===== config.mk =====
export PLATFORM = sky130hd
export DESIGN_NAME = pipe_stage_reg
export DESIGN_NICKNAME = d
export VERILOG_FILES = /design/src/rtl/pipe_pkg.sv /design/src/rtl/pipe_stall_ctr.sv /design/src/rtl/pipe_stage_reg.sv
export SDC_FILE = /design/constraint.sdc
export NUM_CORES = 1
export LEC_CHECK = 0
export CAP_MARGIN = 10
export CORE_UTILIZATION = 40
export CTS_CLUSTER_DIAMETER = 40
export DETAILED_ROUTE_END_ITERATION = 12
export PLACE_DENSITY = 0.66
export SLEW_MARGIN = 30
export SYNTH_ARGS = -nofsm -noshare
export SYNTH_HDL_FRONTEND = slang
export SYNTH_SLANG_ARGS = --single-unit

===== constraint.sdc =====
create_clock -name clk -period 3 [get_ports clk]
set_clock_uncertainty 0.1 [all_clocks]
set_input_delay 0.6 -clock clk [delete_from_list [all_inputs] [get_ports clk]]
set_output_delay 0.6 -clock clk [all_outputs]
set_load 0.05 [all_outputs]

===== src/rtl/pipe_pkg.sv =====
// Shared types for the core's inter-stage registers: occupancy states, per-stage
// payload layouts and the masks of their side-effecting control bits.
package pipe_pkg;

  typedef enum logic [1:0] {
    EMPTY = 2'd0,
    ONE   = 2'd1,
    TWO   = 2'd2
  } stage_state_e;

  typedef struct packed {
    logic [31:0] pc;
    logic [31:0] alu_res;
    logic [31:0] rs2_data;
    logic [31:0] csr_wdata;
    logic [4:0]  rd;
    logic [2:0]  mem_whb;
    logic [1:0]  csr_sel;
    logic        reg_write;
    logic        mem_re;
    logic        mem_wr;
  } exe_mem_t;

  localparam int unsigned EXE_MEM_W = $bits(exe_mem_t);

  function automatic exe_mem_t exe_mem_ctrl_mask();
    exe_mem_t m;
    m           = '0;
    m.mem_whb   = '1;
    m.csr_sel   = '1;
    m.reg_write = 1'b1;
    m.mem_re    = 1'b1;
    m.mem_wr    = 1'b1;
    return m;
  endfunction

  localparam exe_mem_t EXE_MEM_CTRL_MASK = exe_mem_ctrl_mask();

endpackage


===== src/rtl/pipe_stall_ctr.sv =====
// Saturating up-counter of stall cycles; only reset clears it.
module pipe_stall_ctr #(
  parameter int unsigned CNT_W = 16
) (
  input  logic             clk,
  input  logic             rst,
  input  logic             i_inc,
  output logic [CNT_W-1:0] o_cnt
);

  localparam logic [CNT_W-1:0] CNT_ONE = 1;

  logic [CNT_W-1:0] r_cnt;

  always_ff @(posedge clk or negedge rst) begin
    if (!rst) begin
      r_cnt <= '0;
    end else if (i_inc && (r_cnt != '1)) begin
      r_cnt <= r_cnt + CNT_ONE;
    end
  end

  assign o_cnt = r_cnt;

endmodule


===== src/rtl/pipe_stage_reg.sv =====
// Pipeline stage register with valid/ready handshake, flush, bubble control
// zeroing and an optional skid entry so in_ready can come straight from a flop.
//
// state | meaning
// EMPTY | main invalid, skid invalid
// ONE   | main valid, skid invalid
// TWO   | main valid, skid valid (input blocked)
module pipe_stage_reg
  import pipe_pkg::*;
#(
  parameter int unsigned          PAYLOAD_W = 141,
  parameter logic [PAYLOAD_W-1:0] CTRL_MASK = '0,
  parameter bit                   SKID_EN   = 1'b1,
  parameter int unsigned          CNT_W     = 16
) (
  input  logic                 clk,
  input  logic                 rst,
  input  logic                 in_valid,
  output logic                 in_ready,
  input  logic [PAYLOAD_W-1:0] in_data,
  input  logic                 flush,
  output logic                 out_valid,
  input  logic                 out_ready,
  output logic [PAYLOAD_W-1:0] out_data,
  output logic [CNT_W-1:0]     stall_cnt
);

  stage_state_e         r_state;
  logic [PAYLOAD_W-1:0] r_main;
  logic [PAYLOAD_W-1:0] r_skid;
  logic                 r_in_ready;
  logic                 w_in_xfer;
  logic                 w_out_xfer;
  logic                 w_stall;

  assign out_valid  = (r_state != EMPTY);
  assign out_data   = r_main;
  assign in_ready   = SKID_EN ? r_in_ready : (!out_valid || out_ready);
  assign w_in_xfer  = in_valid && in_ready;
  assign w_out_xfer = out_valid && out_ready;
  assign w_stall    = out_valid && !out_ready;

  // Main loses its controls whenever it goes invalid, so a bubble never
  // carries a stale write enable downstream.
  always_ff @(posedge clk or negedge rst) begin
    if (!rst) begin
      r_state    <= EMPTY;
      r_main     <= '0;
      r_skid     <= '0;
      r_in_ready <= 1'b1;
    end else if (flush) begin
      r_state    <= EMPTY;
      r_main     <= r_main & ~CTRL_MASK;
      r_in_ready <= 1'b1;
    end else begin
      unique case (r_state)
        EMPTY: begin
          if (w_in_xfer) begin
            r_main  <= in_data;
            r_state <= ONE;
          end
        end
        ONE: begin
          if (w_in_xfer && !w_out_xfer && SKID_EN) begin
            r_skid     <= in_data;
            r_state    <= TWO;
            r_in_ready <= 1'b0;
          end else if (w_in_xfer) begin
            r_main <= in_data;
          end else if (w_out_xfer) begin
            r_main  <= r_main & ~CTRL_MASK;
            r_state <= EMPTY;
          end
        end
        TWO: begin
          if (w_out_xfer) begin
            r_main     <= r_skid;
            r_state    <= ONE;
            r_in_ready <= 1'b1;
          end
        end
        default: begin
          r_state    <= EMPTY;
          r_in_ready <= 1'b1;
        end
      endcase
    end
  end

  pipe_stall_ctr #(
    .CNT_W (CNT_W)
  ) u_stall_ctr (
    .clk   (clk),
    .rst   (rst),
    .i_inc (w_stall),
    .o_cnt (stall_cnt)
  );

endmodule


==> results.txt, run 1 <==
- Register-to-register setup slack: 0.82 ns
* Mean cell area of the mapped netlist: 15.83 µm²
- H-tree levels: 2
- Net Switching: 5331 µW
- The floorplan has 66 rows.
- Hold_sp: u_stall_ctr.o_cnt[15]
- Routed wire length: 30460 µm
- Max transition margin: a little over half
- In this run the worst hold path is classified as reg2reg.
- In this run the critical register-to-register path is captured at out_data[76].
- For this run, the number of Yosys warnings is 0.
- Counting distinct cell types in the post-synthesis netlist gives 39.
- After layout, the worst path uses 93.70% of the clock period.
- STA classifies the critical path endpoint as a primary output.
- Clock tree from TritonCTS: done
- Number of antenna violations at the first check in global routing: 3
- Drt initial violations: about 220
- Max-cap violations in this run came to 0.
* Via count of the first global-routing pass: 8794
- Entering global routing, the biggest net connects 83 pins.
- Final ANT Viol Nets: 0
- The critical path in this run is classified as reg2out.
- The worst register-to-register path has a depth of 5.
* Final total negative setup slack: 0 ns
* Number of buffers inserted to repair setup after CTS: 0
- Power density relative to cell area: 860.5 mW/mm²
- Layout cells sized above 1: 42.54%
* Longest Clk Path Bufs: 3
- Total count of max-transition violations in the final report: 0
- The floorplan step set the die width to about 190 µm.
- Setup repair after global routing left no endpoint under its margin.
- Combinational power share: 31.7%
- Arrival time at the worst endpoint: between 2 and 2.5 ns
- TritonCTS created 46 clock buffers.
- STA classifies the critical path startpoint as a flip-flop.
- Beginning of the worst register-to-register path: r_state[1]
- Detailed-routing iteration count for the pre-antenna-repair pass: 4
* Total global-route track usage: 17.86%
- After detailed routing, the number of vias per cell comes to between 4 and 5.
* Clock sinks: 301
* Switching share of total power: roughly a third
- In the final routed layout, each cell accounts on average for 18.31 µm.
- Final Hold Vio Count: 0
- The flow ran to the end, and the final reports show no timing, DRC or antenna violations.
- Fin nets: around 1300
* Cell taking the most area after synthesis: sky130_fd_sc_hd__dfrtp_1
- After synthesis, flip-flops and latches occupy 55.72% of the total area.
- At the later pin of the worst-skew pair, clock insertion delay measures 0.54 ns.
- Starting utilization of the core area: roughly two fifths
- Leaving out fill and tap cells, the most frequent cell in the layout is sky130_fd_sc_hd__mux2_2.
- At the pin with the least slew margin, the transition time is between 0.6 and 0.7 ns.
- Endpoint of the worst setup timing path: out_valid
* Min Clock Period, post-route: between 2 and 3 ns
- Core area: 0.03287 mm²
- Number of placed I/O pins: 305
* Post-Syn Nets: 1001
- Max Clk Rate: 355.7 MHz
* Setup violation total in the final timing report: 0
- Clock slew seen by the registers of the worst setup and hold paths: 0.05 ns
- Largest fanout on the critical path: 9
- For this run, design rule violations remaining after detail routing come to 0.
- Relative area change from synthesis to final layout: 38.21%
- Once detailed placement completed, the half-perimeter wirelength came to 19960 µm.
- Fill cell instance count of the final layout: 2690
- Number of synthesized register bits: around 300
* Total congestion overflow after global routing: 0
* Mapped cell area: 0.01352 mm²
* Overall die area: ~0.035 mm²
- The cell count after synthesis came out at 854.
- Dominant cells by area after synthesis: sky130_fd_sc_hd__dfrtp_1, sky130_fd_sc_hd__mux2_2, sky130_fd_sc_hd__mux2_4
* Most frequent cells in the layout: sky130_fd_sc_hd__mux2_2, sky130_fd_sc_hd__clkdlybuf4s50_1, sky130_fd_sc_hd__dfrtp_1, sky130_fd_sc_hd__mux2_4, sky130_fd_sc_hd__clkbuf_16
- Clock tree root buffer cell: sky130_fd_sc_hd__clkbuf_16
- GP Congestion: 0.7501
- The share of total power dissipated in the clock network is 31.7%.
* Area fraction of the dominant cell type after synthesis: 55.52%
* Worst VDD drop: just over 0.6 mV
* Vias post-DR: 8219
- The internal portion of the total power is 10750 µW.
* I/O Buffers: 304
- Required @ worst endpoint: 2.30 ns
- Wire length of the first global-routing pass: 48360 µm
* Worst Setup SP: r_state[1]
* Final Total Pwr: 16080 µW
* Hold-fix buffer count after cts: 1
- Proportion of power drawn by flip-flops and latches: 36.6%
- # resized after CTS: 0
* Leakage power of the design: about 0.0082 µW
- Die boundary height: 185.9 µm
==> worst max-delay path: stages, from the launching register on <==
cell                              delay [ns]
sky130_fd_sc_hd__dfrtp_1                0.49
sky130_fd_sc_hd__or2_2                  0.36
sky130_fd_sc_hd__clkdlybuf4s50_1        0.73
==> metal layers <==
metal  part of all wire, %  GRT usage [%]  vias up  wire [µm]
met5                 0.079              0        -         24
met4                   1.9          5.016        4        586
met3                   8.8          6.711       53       2680
met2                    45          27.52      242      13660
met1                    44          23.40     4163      13500
li1                      -              -     3757          -
==> cell usage after synthesis, drive strengths merged <==
cell,n
nand4,5
o41ai,1
nor3b,2
a41oi,1
a21oi,3
and2,1
and4,1
mux2i,1
nand2,9
nor2b,2
mux2,425
nor3,10
inv,1
dfrtp,300
and3,2
nand3,8
nor2,10
or2,1
o21ba,1
o21bai,2
xor2,11
buf,48
o21a,1
dfstp,1
nor4b,1
nor4,4
o22a,1
ha,1
==> sequential cells by signal, indices dropped and copies added, names as in the netlist <==
| signal | count |
|---|---|
| in_ready | 1 |
| out_data | 141 |
| r_skid | 141 |
| r_state | 2 |
| u_stall_ctr.o_cnt | 16 |
==> how the worst min path moves through the flow <==
stage          slack [ns]  cells after the start                    end
6_report             0.39                      1  u_stall_ctr.o_cnt[15]
5_1_grt              0.41                      1             r_skid[49]
4_1_cts              0.40                      1  u_stall_ctr.o_cnt[15]
3_5_place_dp         0.39                      1              r_skid[0]
3_3_place_gp         0.38                      1            r_skid[107]
2_1_floorplan        0.20                      0            out_data[0]
==> through the flow <==
stage / cell area [µm²] / hold slack [ns] / instances / util (%) / worst slack (ns)
2_1_floorplan: 13520 / 0.2044 / 854 / - / 0.9947
3_3_place_gp: 17190 / 0.3804 / 1577 / 52.31 / 0.3357
3_5_place_dp: 17190 / 0.3869 / 1577 / 52.31 / 0.2883
4_1_cts: 18680 / 0.3983 / 1662 / 56.85 / 0.1489
5_1_grt: 18680 / 0.4082 / 1662 / 56.85 / 0.1280
6_report: 18690 / 0.3915 / 1663 / 56.86 / 0.1889
==> cell type report <==
| class | count | area, µm² | share of cell area, % |
|---|---|---|---|
| Antenna cell | 1 | 2.502 | 0.01339 |
| Clock buffer | 60 | 1255 | 6.716 |
| Clock inverter | 24 | 226.5 | 1.212 |
| Inverter | 1 | 3.754 | 0.02009 |
| Multi-Input combinational cell | 504 | 5679 | 30.39 |
| Sequential cell | 301 | 7533 | 40.31 |
| Tap cell | 442 | 553.0 | 2.959 |
| Timing Repair Buffer | 330 | 3433 | 18.37 |
==> power by group through the flow <==
stage | Clock (µW) | Combinational [µW] | Sequential (µW)
after floorplan | 0 | 1570 | 7650
final | 5100 | 5090 | 5890
after CTS | 5240 | 5150 | 5890
after detailed placement | 0 | 5120 | 5940
after global routing | 5420 | 5350 | 6050
after global placement | 0 | 5050 | 5890
==> kinds of logic (layout without fill, tap and decap cells) <==
group                    after synthesis  count (layout)  share of synthesized area, %
multiplexers                         426             426                         37.97
flip-flops                           301             301                         55.72
AND/OR/NAND/NOR                       56              56                         2.508
buffers and inverters                 49             415                         2.369
XOR/XNOR                              11              11                        0.7125
AO/OA/AOI/OAI                         10              10                        0.6293
adder cells (fa/ha/maj)                1               1                       0.09253
other                                  0               1                             0
Power figures use the tool's default switching activity.
==> run 2, diff against run 1 <==
--- a/config.mk
+++ b/config.mk
@@ -10,7 +10,7 @@
 export CTS_CLUSTER_DIAMETER = 40
 export DETAILED_ROUTE_END_ITERATION = 12
 export PLACE_DENSITY = 0.66
-export SLEW_MARGIN = 30
+export SLEW_MARGIN = 20
 export SYNTH_ARGS = -nofsm -noshare
 export SYNTH_HDL_FRONTEND = slang
 export SYNTH_SLANG_ARGS = --single-unit
==> results of run 2 <==
The final DEF is identical to that of run 1; final timing and power are the same.
